$ cat src/rtl/aes_shift_rows_pipe_if.sv
// Handshake bundle for aes_shift_rows_pipe: input-side state offer, output-side
// buffered head, flush, and status counters.
interface aes_shift_rows_pipe_if #(
  parameter int NB    = 4,
  parameter int DEPTH = 2
);
  localparam int W  = 32 * NB;
  localparam int CW = $clog2(DEPTH + 1);

  logic          flush_i;
  logic          in_valid_i;
  logic          in_ready_o;
  logic          inv_i;
  logic [W-1:0]  state_i;
  logic          out_valid_o;
  logic          out_ready_i;
  logic [W-1:0]  state_o;
  logic          inv_o;
  logic [CW-1:0] count_o;
  logic [15:0]   done_cnt_o;

  // slave = the ShiftRows block, master = whoever feeds and drains it
  modport slave (
    input  flush_i, in_valid_i, inv_i, state_i, out_ready_i,
    output in_ready_o, out_valid_o, state_o, inv_o, count_o, done_cnt_o
  );

  modport master (
    output flush_i, in_valid_i, inv_i, state_i, out_ready_i,
    input  in_ready_o, out_valid_o, state_o, inv_o, count_o, done_cnt_o
  );
endinterface

$ cat src/rtl/aes_shift_rows_pipe.sv
// Rijndael (Inv)ShiftRows applied combinationally on the input, with the result
// buffered in a small DEPTH-entry FIFO that counts completed output transfers.
module aes_shift_rows_pipe #(
  parameter int NB    = 4,
  parameter int DEPTH = 2
) (
  input  logic                 clk_i,
  input  logic                 rst_n,
  aes_shift_rows_pipe_if.slave bus
);
  localparam int W  = 32 * NB;
  localparam int CW = $clog2(DEPTH + 1);
  localparam int PW = (DEPTH > 1) ? $clog2(DEPTH) : 1;
  localparam logic [CW-1:0] DEPTH_C  = CW'(DEPTH);
  localparam logic [PW-1:0] LAST_PTR = PW'(DEPTH - 1);

  if (!(NB == 4 || NB == 6 || NB == 8)) begin : g_bad_nb
    $error("aes_shift_rows_pipe: NB must be 4, 6 or 8");
  end
  if (DEPTH < 1 || DEPTH > 8) begin : g_bad_depth
    $error("aes_shift_rows_pipe: DEPTH must be in 1..8");
  end

  // Rijndael row offsets: wide (8-column) blocks skip offset 2.
  function automatic int row_off(input int r);
    if (NB == 8) return (r >= 2) ? r + 1 : r;
    else         return r;
  endfunction

  // Column 0 occupies the most significant word, row 0 the top byte of it.
  function automatic int byte_hi(input int c, input int r);
    return W - 1 - 32 * c - 8 * r;
  endfunction

  function automatic logic [PW-1:0] ptr_inc(input logic [PW-1:0] p);
    return (p == LAST_PTR) ? '0 : p + PW'(1);
  endfunction

  logic [W-1:0] w_fwd;
  logic [W-1:0] w_inv;
  logic [W-1:0] w_shifted;

  // Pure byte permutation: every output byte is wired from exactly one input byte.
  for (genvar gr = 0; gr < 4; gr++) begin : g_row
    for (genvar gc = 0; gc < NB; gc++) begin : g_col
      localparam int SRC    = (gc + row_off(gr)) % NB;
      localparam int HI_DST = byte_hi(gc, gr);
      localparam int HI_SRC = byte_hi(SRC, gr);
      assign w_fwd[HI_DST -: 8] = bus.state_i[HI_SRC -: 8];
      assign w_inv[HI_SRC -: 8] = bus.state_i[HI_DST -: 8];
    end
  end

  assign w_shifted = bus.inv_i ? w_inv : w_fwd;

  // Valid/ready: a transfer happens on a rising edge where valid and ready are both
  // high; ready never depends on valid, and flush cancels every transfer that cycle.
  logic [W-1:0]    r_mem_state [DEPTH];
  logic [DEPTH-1:0] r_mem_inv;
  logic [PW-1:0]   r_wr_ptr;
  logic [PW-1:0]   r_rd_ptr;
  logic [CW-1:0]   r_count;
  logic [15:0]     r_done_cnt;

  logic w_in_ready;
  logic w_out_valid;
  logic w_push;
  logic w_pop;

  assign w_in_ready  = rst_n & (r_count < DEPTH_C) & ~bus.flush_i;
  assign w_out_valid = (r_count != '0);
  assign w_push      = bus.in_valid_i & w_in_ready;
  assign w_pop       = w_out_valid & bus.out_ready_i & ~bus.flush_i;

  always_ff @(posedge clk_i or negedge rst_n) begin
    if (!rst_n) begin
      r_wr_ptr   <= '0;
      r_rd_ptr   <= '0;
      r_count    <= '0;
      r_done_cnt <= '0;
    end else if (bus.flush_i) begin
      r_wr_ptr <= '0;
      r_rd_ptr <= '0;
      r_count  <= '0;
    end else begin
      if (w_push) r_wr_ptr <= ptr_inc(r_wr_ptr);
      if (w_pop) begin
        r_rd_ptr   <= ptr_inc(r_rd_ptr);
        r_done_cnt <= r_done_cnt + 16'd1;
      end
      case ({w_push, w_pop})
        2'b10:   r_count <= r_count + CW'(1);
        2'b01:   r_count <= r_count - CW'(1);
        default: r_count <= r_count;
      endcase
    end
  end

  // Storage needs no reset: the head is masked to zero whenever the count is zero.
  always_ff @(posedge clk_i) begin
    if (w_push) begin
      r_mem_state[r_wr_ptr] <= w_shifted;
      r_mem_inv[r_wr_ptr]   <= bus.inv_i;
    end
  end

  assign bus.in_ready_o  = w_in_ready;
  assign bus.out_valid_o = w_out_valid;
  assign bus.state_o     = w_out_valid ? r_mem_state[r_rd_ptr] : '0;
  assign bus.inv_o       = w_out_valid & r_mem_inv[r_rd_ptr];
  assign bus.count_o     = r_count;
  assign bus.done_cnt_o  = r_done_cnt;
endmodule

$ cat src/flat_wrapper.sv
// flat-port wrapper written by rule: the top's interface ports become plain ports
module aes_shift_rows_pipe_flat 
#(
  parameter int NB    = 4,
  parameter int DEPTH = 2
)
  (clk_i, rst_n, bus_flush_i, bus_in_valid_i, bus_inv_i, bus_state_i, bus_out_ready_i, bus_in_ready_o, bus_out_valid_o, bus_state_o, bus_inv_o, bus_count_o, bus_done_cnt_o);
  aes_shift_rows_pipe_if #(.NB(NB), .DEPTH(DEPTH)) bus_i ();
  input  logic clk_i;
  input  logic rst_n;
  input wire logic [$bits(bus_i.flush_i)-1:0] bus_flush_i;
  input wire logic [$bits(bus_i.in_valid_i)-1:0] bus_in_valid_i;
  input wire logic [$bits(bus_i.inv_i)-1:0] bus_inv_i;
  input wire logic [$bits(bus_i.state_i)-1:0] bus_state_i;
  input wire logic [$bits(bus_i.out_ready_i)-1:0] bus_out_ready_i;
  output wire logic [$bits(bus_i.in_ready_o)-1:0] bus_in_ready_o;
  output wire logic [$bits(bus_i.out_valid_o)-1:0] bus_out_valid_o;
  output wire logic [$bits(bus_i.state_o)-1:0] bus_state_o;
  output wire logic [$bits(bus_i.inv_o)-1:0] bus_inv_o;
  output wire logic [$bits(bus_i.count_o)-1:0] bus_count_o;
  output wire logic [$bits(bus_i.done_cnt_o)-1:0] bus_done_cnt_o;
  assign bus_i.flush_i = bus_flush_i;
  assign bus_i.in_valid_i = bus_in_valid_i;
  assign bus_i.inv_i = bus_inv_i;
  assign bus_i.state_i = bus_state_i;
  assign bus_i.out_ready_i = bus_out_ready_i;
  assign bus_in_ready_o = bus_i.in_ready_o;
  assign bus_out_valid_o = bus_i.out_valid_o;
  assign bus_state_o = bus_i.state_o;
  assign bus_inv_o = bus_i.inv_o;
  assign bus_count_o = bus_i.count_o;
  assign bus_done_cnt_o = bus_i.done_cnt_o;
  aes_shift_rows_pipe #(.NB(NB), .DEPTH(DEPTH)) u_core (.clk_i(clk_i), .rst_n(rst_n), .bus(bus_i));
endmodule
$ cat config.mk
export PLATFORM = sky130hd
export DESIGN_NAME = aes_shift_rows_pipe_flat
export DESIGN_NICKNAME = d
export VERILOG_FILES = /design/src/rtl/aes_shift_rows_pipe_if.sv /design/src/rtl/aes_shift_rows_pipe.sv /design/src/flat_wrapper.sv
export SDC_FILE = /design/constraint.sdc
export NUM_CORES = 1
export LEC_CHECK = 0
export CORE_MARGIN = 4
export CORE_UTILIZATION = 45
export DETAILED_ROUTE_END_ITERATION = 12
export PLACE_DENSITY = 0.76
export REMOVE_ABC_BUFFERS = 1
export SLEW_MARGIN = 20
export SYNTH_ARGS = -nofsm -noshare
export SYNTH_HDL_FRONTEND = slang
export SYNTH_SLANG_ARGS = --single-unit
$ cat constraint.sdc
create_clock -name clk_i -period 6.2 [get_ports clk_i]
set_input_delay 1.24 -clock clk_i [delete_from_list [all_inputs] [get_ports clk_i]]
set_output_delay 1.24 -clock clk_i [all_outputs]
set_load 0.03 [all_outputs]
==> impl_metrics.ini <==
[run_status]
status = complete, no violations

[sta]
setup_viol = 0
relSlewSlack_pct = 41.7
finClkSkew_ns = 0.0153
max_freq_mhz = 231
maxSlewViolCount = 0
rsz0062_at_grt = false
worst_pin_slew_ns = 0.874
finalSetupTns_ns = 0
post-route-min-period_ns = 4.32
fin_ws_ns = 1.88
fin_crit_sh_pct = 69.7
hold_viol_final = 0

[die]
start_util_pct = 46.3
die_area_um2 = 27900
die_h_um = 167
die_w_um = 167
ios = 283
core_um2 = 24600
rows = 57

[drt]
via_per_inst = 5.03
drt_wl_total_um = 24700
dr.pass1.iters = 4
drt_iter0_drc = 374
via_count = 6688
drc_errors = 0
wl_per_cell_um = 18.6
ant_nets = 0

[synth]
netlist_instances = 698
synth_xor_area_share_pct = 1.38
syn_area_um2 = 11400
synth-adder-area-share_pct = 0.110
synth_cell_type_count = 29
synth-seq-cells = 278
synth-edff-count = 258
synth_simple_gate_area_share_pct = 6.39
async_flop_share_pct = 7.19
synth_compound_area_share_pct = 0.274
ys_warn_count = 0
syn_area_per_cell_um2 = 16.3
synth_top_family_by_area = multiplexers
synth-seq-area-share_pct = 72.4
synthFlopType = edfxtp_1
yosys-mux-area-fraction_pct = 17.8

[min_path]
hp-start = u_core.bus.done_cnt_o[15]$_DFFE_PN0P_
hold_class = register to register
min_delay_path_depth = 1

[place]
gp_congestion = 0.831
post-place-ws_ns = 1.95
placedInstanceArea_um2 = 14600
place_hpwl_um = 15900
io_buffers = 282

[final_layout]
fin_area_um2 = 15500
post_route_cells_drive_above_1_share_pct = 12.6
fillers = 1831
utilization_pct = 62.9
final_nets = 1118
areaGrowthSynthToFinish_pct = 35.8

[global_routing]
grt_max_degree = 130
grt_pass1_wl_um = 38400
antenna_found_initial = 1
grt_overflow = 0
grt_use_total_pct = 17.1
grt_pass1_vias = 7003

[worst_setup_path]
cp-startpoint = u_core.r_rd_ptr$_DFFE_PN0P_
critPathArrivalTime_ns = 3.08
cpPeakStageDelay_ns = 0.89
crit_fanout = 70
end_kind = output pin
r2r-start = u_core.bus.count_o[1]$_DFFE_PN0P_
cpMaxStageDelayCell = dfrtp_4
critPathLaunchType = register
cp_cell_sequence = buf_12 -> mux2i_1 -> nor2_1 -> clkdlybuf4s50_1
critPathRequiredTime_ns = 4.96
crit_type = register to output pin
reg2regPathDepth = 3

[clock_tree]
tritoncts = built
cts_buffers = 28
ctsResizeCount = 0
cts_setup_buffers = 0
cts_buffer_depth = 3
cts_root_buf = clkbuf_16
path_clk_slew_ns = 0.06
htree_num_levels = 1
cts_hold_buf = 0
clk_latency_ns = 0.54
clkSinkCount = 278

[power_and_ir_drop]
p_per_area_nw_per_um2 = 280
ir_drop_uv = 176
p_leak_nw = 5.11
total_power_mw = 4.34

[run]
cap_violations = 0
metrics by stage:
stage / instances / hold slack (ns)
finish: 1329 / 0.490
global route: 1329 / 0.504
CTS: 1328 / 0.488
detailed placement: 1277 / 0.467
global placement: 1276 / 0.469
floorplan: 661 / 0.476
state kept, by name, summed over array words and instances, names as in the netlist:
signal and count:
u_core.r_rd_ptr 1, u_core.bus.count_o 2, u_core.bus.done_cnt_o 16, u_core.r_wr_ptr 1, u_core.r_mem_state 256, u_core.r_mem_inv 2
cell usage after synthesis (4+ instances only):
cell type  number  area (um^2)
mux2i_1       129         1290
nand2_1         4         15.0
and3_1          4         25.0
nand3_1         6         30.0
mux2_2         65          732
xnor2_1        10         87.6
xor2_1          8         70.1
dfrtp_1        20          500
buf_2          30          150
edfxtp_1      258         7750
nor2_1        134          503
clkbuf_1        6         22.5
critical path, delay by kind of cell, from the launching register on:
kind                   cells  cell delay, ns
buffers and inverters      2            1.16
muxes                      1            0.23
DFF                        1            0.89
and+or+nand+nor            1            0.17
worst paths after layout:
check	end	slack [ns]
worst min register to register	u_core.bus.done_cnt_o[15]$_DFFE_PN0P_	0.49
worst min-delay path	u_core.bus.done_cnt_o[15]$_DFFE_PN0P_	0.49
min in group asynchronous	u_core.bus.done_cnt_o[10]$_DFFE_PN0P_	1.06
worst max-delay path	bus_state_o[51]	1.88
max in group asynchronous	u_core.r_rd_ptr$_DFFE_PN0P_	4.89
worst max register to register	u_core.r_mem_state[1][121]$_DFFE_PP_	3.95
layer usage:
layer	vias up	track usage (%)	wire length [um]
li1	3166	-	-
met1	3233	22.2	10500
met2	248	28.4	11700
met3	41	4.86	1900
met4	0	4.87	599
met5	-	0	0
layout make-up:
cell class	count	area (um^2)	share of cell area (%)
flip-flops and latches	278	8250	53.3
multi-input cells	380	2970	19.2
repair buffers	292	2960	19.1
clock buffers	34	744	4.81
well taps	324	405	2.62
clock inverters	17	136	0.881
inverters	3	11.3	0.0727
diodes	1	2.50	0.0162
cell usage in the layout, fill, tap and decap left out, types with 5 or more instances in the layout:
cell type	Yosys	final
nand3_1	6	6
buf_12	0	5
clkinv_2	0	8
clkdlybuf4s50_1	0	281
edfxtp_1	258	258
clkbuf_16	0	29
mux2_2	65	65
xor2_1	8	8
mux2i_1	129	129
nor2_1	134	132
clkbuf_1	6	5
buf_4	0	5
dfrtp_1	20	19
clkinv_1	0	5
xnor2_1	10	10
power breakdown:
| group | leakage [nW] | total, mW | internal [mW] | switching (mW) |
|---|---|---|---|---|
| clock network | 0.439 | 1.60 | 0.935 | 0.670 |
| logic | 2.06 | 0.590 | 0.276 | 0.314 |
| registers | 2.61 | 2.14 | 2.11 | 0.0320 |
logic make-up (layout without fill, tap and decap cells):
group / Yosys count / after routing
other: 0 / 1
adder cells (fa/ha/maj): 1 / 1
AO/OA/AOI/OAI: 4 / 4
XOR/XNOR: 18 / 18
AND/OR/NAND/NOR: 163 / 163
buffers and inverters: 40 / 346
multiplexers: 194 / 194
flip-flops: 278 / 278
Note: power is estimated with default switching activity, not from simulation.
